===== src/rtl/text_ram_arbiter.sv =====
// Text RAM port arbiter: display reads win, host cell RMW fills the gaps.
// Optional clear-screen engine enabled by defining TEXT_RAM_CLEAR_EN.
module text_ram_arbiter #(
    parameter int CELL_COUNT = 2400,
    parameter int WORD_AW    = 11
) (
    input  logic               clk,
    input  logic               rst,
    input  logic               disp_req,
    input  logic [11:0]        disp_cell,
    output logic               disp_valid,
    output logic [31:0]        disp_data,
    input  logic               host_valid,
    output logic               host_ready,
    input  logic               host_we,
    input  logic [11:0]        host_cell,
    input  logic [13:0]        host_wdata,
    output logic               host_done,
    output logic [13:0]        host_rdata,
    output logic               host_err,
    input  logic               clr_start,
    input  logic [13:0]        clr_fill,
    output logic               clr_busy,
    output logic [WORD_AW-1:0] ram_addr,
    output logic               ram_we,
    output logic [31:0]        ram_wdata,
    input  logic [31:0]        ram_rdata
);

    typedef enum logic [2:0] {
        S_IDLE, S_RD, S_WAIT, S_WR, S_FIN
    } state_t;

    localparam logic [11:0] CELL_LIM = 12'(CELL_COUNT);

    state_t       state, state_nx;
    logic         op_we, op_err;
    logic [11:0]  op_cell;
    logic [13:0]  op_wdata;
    logic [31:0]  rmw_word;
    logic [31:0]  new_word;
    logic         fsm_use, fsm_we;
    logic         accept, out_of_range;

    logic               clr_act;
    logic               clr_block;
    logic [WORD_AW-1:0] clr_addr;
    logic [31:0]        clr_word;

    assign out_of_range = host_cell >= CELL_LIM;
    assign accept       = host_valid && host_ready;
    assign disp_data    = ram_rdata;

    assign new_word = op_cell[0] ? {op_wdata, rmw_word[17:0]}
                                 : {rmw_word[31:18], op_wdata, rmw_word[3:0]};

    always_ff @(posedge clk or negedge rst) begin
        if (!rst) begin
            state      <= S_IDLE;
            op_we      <= 1'b0;
            op_err     <= 1'b0;
            op_cell    <= '0;
            op_wdata   <= '0;
            rmw_word   <= '0;
            host_rdata <= '0;
            disp_valid <= 1'b0;
        end else begin
            state      <= state_nx;
            disp_valid <= disp_req;
            if (accept) begin
                op_we    <= host_we;
                op_cell  <= host_cell;
                op_wdata <= host_wdata;
                op_err   <= out_of_range;
                if (out_of_range)
                    host_rdata <= '0;
            end
            if (state == S_WAIT) begin
                rmw_word <= ram_rdata;
                if (!op_we)
                    host_rdata <= op_cell[0] ? ram_rdata[31:18]
                                             : ram_rdata[17:4];
            end
        end
    end

    always_comb begin
        state_nx   = state;
        host_ready = 1'b0;
        host_done  = 1'b0;
        host_err   = 1'b0;
        fsm_use    = 1'b0;
        fsm_we     = 1'b0;
        unique case (state)
            S_IDLE: begin
                host_ready = !clr_block;
                if (host_valid && !clr_block)
                    state_nx = out_of_range ? S_FIN : S_RD;
            end
            S_RD: begin
                if (!disp_req) begin
                    fsm_use  = 1'b1;
                    state_nx = S_WAIT;
                end
            end
            S_WAIT: state_nx = op_we ? S_WR : S_FIN;
            S_WR: begin
                if (!disp_req) begin
                    fsm_use  = 1'b1;
                    fsm_we   = 1'b1;
                    state_nx = S_FIN;
                end
            end
            S_FIN: begin
                host_done = 1'b1;
                host_err  = op_err;
                state_nx  = S_IDLE;
            end
            default: state_nx = S_IDLE;
        endcase
    end

    always_comb begin
        ram_addr  = '0;
        ram_we    = 1'b0;
        ram_wdata = '0;
        if (disp_req) begin
            ram_addr = disp_cell[WORD_AW:1];
        end else if (clr_act) begin
            ram_addr  = clr_addr;
            ram_we    = 1'b1;
            ram_wdata = clr_word;
        end else if (fsm_use) begin
            ram_addr  = op_cell[WORD_AW:1];
            ram_we    = fsm_we;
            ram_wdata = fsm_we ? new_word : '0;
        end
    end

`ifdef TEXT_RAM_CLEAR_EN
    localparam logic [WORD_AW-1:0] CLR_LAST = WORD_AW'(CELL_COUNT / 2 - 1);

    logic        clr_pend;
    logic        clr_go;
    logic        clr_take;
    logic [13:0] clr_val;

    // A start pulse that cannot run yet is parked until the FSM idles.
    assign clr_take  = clr_start && !clr_busy && !clr_pend;
    assign clr_go    = (clr_start || clr_pend) && !clr_busy && state == S_IDLE;
    assign clr_block = clr_busy || clr_pend || clr_start;
    assign clr_act   = clr_busy && !disp_req;
    assign clr_word  = {clr_val, clr_val, 4'b0000};

    always_ff @(posedge clk or negedge rst) begin
        if (!rst) begin
            clr_busy <= 1'b0;
            clr_pend <= 1'b0;
            clr_addr <= '0;
            clr_val  <= '0;
        end else begin
            if (clr_take)
                clr_val <= clr_fill;
            if (clr_go) begin
                clr_busy <= 1'b1;
                clr_pend <= 1'b0;
                clr_addr <= '0;
            end else if (clr_take) begin
                clr_pend <= 1'b1;
            end
            if (clr_act) begin
                clr_addr <= clr_addr + 1'b1;
                if (clr_addr == CLR_LAST) begin
                    clr_busy <= 1'b0;
                    clr_addr <= '0;
                end
            end
        end
    end
`else
    logic unused_clr;

    assign unused_clr = ^{clr_start, clr_fill};
    assign clr_busy   = 1'b0;
    assign clr_block  = 1'b0;
    assign clr_act    = 1'b0;
    assign clr_addr   = '0;
    assign clr_word   = '0;
`endif

    logic unused_bits;
    assign unused_bits = disp_cell[0];

endmodule


===== config.mk =====
export PLATFORM = sky130hd
export DESIGN_NAME = text_ram_arbiter
export DESIGN_NICKNAME = d
export VERILOG_FILES = /design/src/rtl/text_ram_arbiter.sv
export SDC_FILE = /design/constraint.sdc
export NUM_CORES = 1
export LEC_CHECK = 0
export BUFFER_PORTS_ARGS = -buffer_cell sky130_fd_sc_hd__buf_4
export CAP_MARGIN = 20
export CORE_AREA = 2 2 96 98
export DETAILED_ROUTE_END_ITERATION = 6
export DIE_AREA = 0 0 98 100
export PLACE_DENSITY = 0.83
export SYNTH_ARGS = -nofsm -noshare
export SYNTH_HDL_FRONTEND = slang
export SYNTH_SLANG_ARGS = --single-unit
export TNS_END_PERCENT = 20

===== constraint.sdc =====
create_clock -name clk -period 2.2 [get_ports clk]
set_input_delay 0.33 -clock clk [delete_from_list [all_inputs] [get_ports clk]]
set_output_delay 0.33 -clock clk [all_outputs]
set_load 0.02 [all_outputs]

# After elaboration in Yosys (flattened, before gate mapping)
# Index checks and enable logic that the tools add are counted.
# word_totals
ff_bits	78
inputBits	90
wordCells	45
# classes
order_cmp	1
eq_ne	7
mux	25
reduce_logical	4
# op_table
op	count
$mux 32	4
$mux 14	5
$mux 11	2
$mux 3	5
$ge 12x12->1 const B	1
$pmux 3 s4	1
$mux 1	8
$eq 3x2->1 const B	2
$ne 2x2->1 const B	3
$eq 3x1->1 const B	1
$eq 3x3->1 const B	1
$logic_not 3->1	1
$reduce_and 3->1	1
$reduce_or 2->1	1
$logic_and 1x1->1	1

# Logic depth before layout (Yosys ltp)
# Gate-level depths: netlist of the first run.
# logic_depth
ltp_word	6
depth_mapped	6

# Worst setup path before layout of the first run
# No wires, ideal clock.
# synth_path
path_kind	register to output
startpoint	reg state[2]
endpoint	out ram_wdata[11]
arrival_time_ps	1530
setup_slack_ps	340
path_stages_with_launch	7
path_buffers	3
cell_sequence	dfrtp_1 -> buf_6 -> nand2b_1 -> or2_1 -> clkbuf_1 -> buf_2 -> nor2_1
# synth_via
elab_chain_len	5
word_cells_on_any_way	8
cone_classes	eq/ne: 2; mux: 5; reduce/logical: 1
# synth_rtl
element	line	rtl
start, declared	36	state_t state, state_nx;
start signal, assigned	68	state <= state_nx;
$eq 3x2->1 / $eq 3x1->1 (equally long branches)	94	unique case (state)
$mux 1 / $reduce_or 2->1 (equally long branches)	n/a	
$mux 32 / $mux 1 (equally long branches)	n/a	
$mux 32 (*)	133	end else if (fsm_use) begin
$mux 32 (*)	127	if (disp_req) begin
end, declared	26	output logic [31:0] ram_wdata,
# Every way passes the cells marked *; elsewhere a longest branch is shown, timed or not.

# Worst setup path in the final report of the first run
# layout_path
startpoint	reg state[2]
endpoint	out ram_wdata[13]
# The elaborated chain is that of the path after synthesis.

==> results.md, run 1 <==
- Total Power: 6.806 mW
- Number of port buffers: 167
- Top-count cell post-synth: nand2_1
- Critical path required time: 1.87 ns
- CP Capture Type: primary output
- Post-Route WL: 9987 µm
- Residual DRC: 0
- Placed Cells: 624
- Setup TNS: 0 ns
- DIE WIDTH: 98 µm
- Met3 usage: 0.06058
- RSZ-0062 raised after global routing: false
- Worst-path clk slew: 0.08 ns
- Die Area: 0.009800 mm²
- Netlist cell types: 34
- Top cell type's share of synthesized area: 0.4858
- First-pass GRT wire length: 15,790 µm
- Max Freq: 487.2 MHz
- Post-synth top cells: nand2_1, dfrtp_1, mux2i_1
- Initial Util: 0.4519
- Met1 Usage GRT: 0.2595
- Worst-path maximum fanout: 10
- Worst slew margin: 0.5755
- CTS tree: built
- Num CTS Buffers: 9
- Final count of pins violating max slew: 0
- Final Cycle Share: 0.9329
- Type of origin of the critical path: flip-flop
- Number of nets in the layout: 618
- Final Hold Viols: 0
- Worst skew pair latency: 0.34 ns
- Leakage Power: 2.772 nW
- Synth Flop Type: dfrtp_1
- Layout Cells excl Fill: 644
- Synth top area cells: dfrtp_1, mux2i_1, mux2_2, nand2_1, buf_4
- EDFF count, synth: 0
- Setup-failing EPs final: 0
- Global route total overflow: 0
- Util after Layout: 0.6082
- Die height: 100 µm
- Worst hold slack: 0.1751 ns
- DP Wirelength: 7406 µm
- H-tree Lvls: 3
- # IOs: 185
- Power Dens Cells: 1259 mW/mm²
- Met2 Use GR: 0.3404
- Syn avg cell area: 10.22 µm²
- CP Class: reg -> out
- Place WS: 0.1498 ns
- Outcome: completed
- Syn Inst Count: 393
- VDD IR max: 0.5665 mV
- Async set-reset flop share out of synthesis: 1.000
- Worst setup margin: 0.1475 ns
- Post-DP Area: 0.005140 mm²
- Worst Hold Class: in -> reg
- DRT Pass-1 Iters: 6
- GRT Total Usage: 0.2034
- Measured slew at the worst slew-check pin: 0.6367 ns
- Share of layout cells above drive strength 1: 0.4465
- Rows: 35
- Vias/cell: 4.988
- Most used routing layer: met2
- Root Buffer: clkbuf_8
- Clk sinks: 78
- DR iter-0 viols: 84
- CP Data Arrival Time: 1.72 ns
- Synthesized flop and latch total: 78
- Synth warn: 0
- Post-Synthesis Cell Area: 0.004018 mm²
- RePlAce Congestion: 0.7898
- Wire per inst: 15.51 µm
- Buffer depth of the longest clock path: 2
- Worst Clk Skew: 0.01177 ns
- Final Cell Area: 0.005406 mm²
- Core footprint: 0.008890 mm²
- Largest net degree at the start of global routing: 43
- Max-cap violations: 0
- Antenna cells: 0
- Vias in the first global route: 3,250
- P&R area growth vs syn: 34.57%
- Final min period: 2.052 ns
- DR vias: 3,212
- Initial antenna violation count: 0
- Synthesized Nets: 483
- Synth area leader: dfrtp_1
- Post-route ant nets: 0
- Seq/Total Area, Yosys: 0.4858
==> layout make-up <==
cell class | count | area, µm²
fill | 739 | 3483
sequential | 78 | 1957
multi-input combinational | 254 | 1677
timing repair buffer | 183 | 1401
clock buffer | 12 | 155.1
tap | 111 | 138.9
clock inverter | 4 | 70.07
inverter | 2 | 7.507
==> kinds of logic (layout without fill, tap and decap cells) <==
group                  count (synthesis)  count (layout)  synth area share
AOI/OAI and AO/OA                     36              36           0.06446
buffers and inverters                 61             201            0.1018
DFF                                   78              78            0.4858
muxes                                 74              74            0.1943
other                                  1               1         0.0009334
and+or+nand+nor                      143             143            0.1526
==> layout by cell type, fill, tap and decap left out, types with 2 or more instances in the layout <==
master	count
o21ai_0	3
nand2_1	94
buf_4	180
clkbuf_8	11
inv_1	2
nand2b_1	3
bufinv_16	2
dfrtp_1	74
o22ai_1	14
a21o_1	2
and2_1	5
dfrtp_2	4
buf_12	2
clkinv_2	2
a21oi_1	2
a22o_1	11
mux2i_1	42
nor2_1	28
mux2_2	32
==> where the power goes <==
group / total, mW / internal, mW / leakage, nW / switching, mW
logic: 2.99 / 1.47 / 1.70 / 1.52
registers: 2.62 / 2.14 / 0.960 / 0.485
clock network: 1.19 / 0.698 / 0.116 / 0.495
total: 6.81 / 4.30 / 2.77 / 2.50
==> worst paths after layout <==
kind                                  to  slack [ns]  cells past startpoint          start
setup / recovery           ram_wdata[13]        0.15                      5       state[2]
hold / removal               op_wdata[2]        0.18                      3  host_wdata[2]
setup reg to reg             op_wdata[3]        0.37                      5       state[0]
hold reg to reg                   op_err        0.49                      1         op_err
max in group asynchronous       state[0]        1.10                      3            rst
min in group asynchronous    rmw_word[5]        0.48                      2            rst
==> metal layers <==
metal / wire (µm) / share of wire
met1: 4284 / 0.43
met2: 4891 / 0.49
met3: 743 / 0.074
met4: 68 / 0.0068
met5: 0 / 0
==> worst max-delay path, stage by stage, from the launching register on <==
cell and delay, ns:
dfrtp_2 0.44, nand2b_1 0.19, or2_4 0.30, buf_4 0.18
nor2_1 0.12, buf_4 0.16
==> flip-flops by register name, indices dropped and copies added (netlist names) <==
name / cells
host_rdata: 14
op_wdata: 14
op_cell: 12
state: 3
op_we: 1
rmw_word: 32
disp_valid: 1
op_err: 1
==> timing repair <==
action / in CTS / in global routing
resized for setup: 4 / 1
hold buffers: 1 / 0
buffers inserted: 0 / 3
endpoints found under the hold margin: 36 / 0
setup endpoints to repair: 43 / 36
Note: power is estimated with default switching activity, not from simulation.
==> inputs of run 2 (changes only) <==
==> config.mk (replaced) <==
export PLATFORM = sky130hd
export DESIGN_NAME = text_ram_arbiter
export DESIGN_NICKNAME = d
export VERILOG_FILES = /design/src/rtl/text_ram_arbiter.sv
export SDC_FILE = /design/constraint.sdc
export NUM_CORES = 1
export LEC_CHECK = 0
export CAP_MARGIN = 20
export CORE_AREA = 2 2 85 87
export DETAILED_ROUTE_END_ITERATION = 6
export DIE_AREA = 0 0 87 89
export DONT_BUFFER_PORTS = 1
export PLACE_DENSITY = 0.79
export SYNTH_ARGS = -nofsm -noshare
export SYNTH_HDL_FRONTEND = slang
export SYNTH_SLANG_ARGS = --single-unit
export TNS_END_PERCENT = 20
==> results.md, run 2 (same netlist as run 1, synthesis figures left out) <==
- Residual DRC: 0 (unchanged)
- Util after Layout: 0.6441 (+0.03597)
- H-tree Lvls: 3 (unchanged)
- Die height: 89 µm (-11%)
- Worst skew pair latency: 0.33 ns (about the same)
- Most common cell after layout, fill and taps aside: nand2_1
- End of the worst register-to-register path: op_cell[10]
- Worst Clk Skew: 0.01183 ns (+0.00005620 ns)
- Type of origin of the critical path: flip-flop
- Final Cycle Share: 0.9280 (-0.004965)
- Hold endpoint: op_wdata[2]
- Min-delay src: host_wdata[2]
- Setup-failing EPs final: 0 (unchanged)
- Post-Route WL: 8642 µm (-13%)
- Buffer depth of the longest clock path: 2 (unchanged)
- RePlAce Congestion: 0.7886 (-0.15%)
- Max Freq: 489.8 MHz (+0.54%)
- Setup TNS: 0 ns (unchanged)
- CP Cell Sequence: nand2b_1 -> or2_1 -> buf_6 -> nor2_1 -> buf_4
- CP Capture Type: primary output
- Initial Util: 0.5980 (+0.1460)
- DP Wirelength: 5882 µm (-21%)
- Worst-path clk slew: 0.08 ns (about the same)
- Initial antenna violation count: 0 (unchanged)
- P&R area growth vs syn: 7.723%
- RSZ-0062 raised after global routing: false
- Number of port buffers: 0 (-100%)
- Most frequent cells in the layout: nand2_1, dfrtp_1, mux2i_1
- Root Buffer: clkbuf_8
- Antenna cells: 0 (unchanged)
- CP Class: reg -> out
- Share of layout cells above drive strength 1: 0.2366 (-0.2099)
- Final min period: 2.042 ns (-0.01092 ns)
- Outcome: completed
- Vias in the first global route: 2,740 (-16%)
- Max-cap violations: 0 (unchanged)
- CP max stage cell: dfrtp_1
- Power Dens Cells: 1452 mW/mm² (+15%)
- VDD IR max: 0.7486 mV (+32%)
- Biggest regs: rmw_word x32, host_rdata x14, op_wdata x14
- Vias/cell: 5.835 (+17%)
- CP Data Arrival Time: 1.71 ns (about the same)
- Hold Crit Depth: 2 (-1)
- First-pass GRT wire length: 13,340 µm (-15%)
- Leakage Power: 2.090 nW (-25%)
- Final Hold Viols: 0 (unchanged)
- Final count of pins violating max slew: 0 (unchanged)
- DRT Pass-1 Iters: 4 (-2)
- Wire per inst: 18.27 µm (+18%)
- Largest net degree at the start of global routing: 79 (+84%)
- Rows: 30 (-14%)
- Worst Hold Class: in -> reg
- Clk sinks: 78 (unchanged)
- DR iter-0 viols: 103 (+23%)
- # IOs: 185 (unchanged)
- Max incr delay on CP: 0.43 ns (about the same)
- Largest reg by FF count: rmw_word
- FF-to-FF path depth: 4 (-1)
- Reg2reg setup slack: 0.48 ns (+0.11 ns)
- Worst reg2reg path startpoint: state[1]
- GRT Total Usage: 0.2226 (+0.01924)
- DIE WIDTH: 87 µm (-11%)
- Max reg flops: 32 (unchanged)
- # Post-CTS Setup Buffers: 0 (unchanged)
- Post-route ant nets: 0 (unchanged)
- Num CTS Buffers: 9 (unchanged)
- Core footprint: 0.006719 mm² (-24%)
- CTS tree: built
- Global route total overflow: 0 (unchanged)
- Die Area: 0.007743 mm² (-21%)
- DR vias: 2,760 (-14%)
- Number of nets in the layout: 479 (-22%)
- Worst-path maximum fanout: 28 (+18)
- Critical path required time: 1.87 ns (about the same)
[run 2: cell types whose count changed in the layout (fill, tap and decap cells not counted), sizes merged]
cell,change
buf,-140
clkinv,-2
clkinvlp,+1
dlygate4sd3,+1
[run 2: stage by stage]
stage          cells  hold slack, ns  power [mW]  setup slack [ns]  instance area (µm²)
2_1_floorplan    393         0.03441       4.644            0.3401                 4018
3_3_place_gp     455         0.03605       4.963            0.3993                 4053
3_5_place_dp     455         0.03595       5.090            0.4039                 4053
4_1_cts          472        0.003961       6.323          0.006613                 4313
5_1_grt          473         0.08384       6.708           0.03162                 4328
6_report         473         0.09448       6.284            0.1585                 4328
[run 2: timing repair]
| action | 4_1_cts | 5_1_grt |
|---|---|---|
| setup endpoints to repair | 0 | 28 |
| hold buffers | 2 | 1 |
| hold endpoints to repair | 78 | 1 |
| gates resized for setup | 0 | 2 |
[run 2: worst max path at each step]
stage / start / end / slack, ns / depth (start not counted)
floorplan: state[2] / ram_wdata[11] / 0.34 / 6
global placement: state[1] / ram_wdata[30] / 0.40 / 5
detailed placement: state[1] / ram_wdata[31] / 0.40 / 5
CTS: state[1] / ram_wdata[31] / 0.007 / 5
global route: state[2] / ram_wdata[26] / 0.03 / 5
finish: state[2] / ram_wdata[31] / 0.16 / 5
[run 2: final cells by class]
| class | count | area (µm²) |
|---|---|---|
| clock buffer | 12 | 155.1 |
| fill | 531 | 2391 |
| inverter | 2 | 7.507 |
| tap | 80 | 100.1 |
| multi-input combinational | 254 | 1672 |
| clock inverter | 3 | 67.56 |
| sequential | 78 | 1954 |
| timing repair buffer | 44 | 371.6 |
[run 2: worst max-delay path: cells and delay by family (launching register included)]
kind,cells,cell delay [ns]
buffers and inverters,2,0.35
DFF,1,0.43
and+or+nand+nor,3,0.59
[run 2: metal layers]
metal | up-vias | track usage | routed length, µm
met4 | 0 | 0.06818 | 63
met3 | 9 | 0.05355 | 586
met2 | 121 | 0.4094 | 4530
met1 | 1357 | 0.2568 | 3461
li1 | 1273 | - | -
met5 | - | 0 | 0
[run 2: power by group]
group	leakage (nW)	internal [mW]	switching [mW]
clock	0.109	0.696	0.501
combinational	1.02	1.14	1.24
sequential	0.963	2.13	0.580
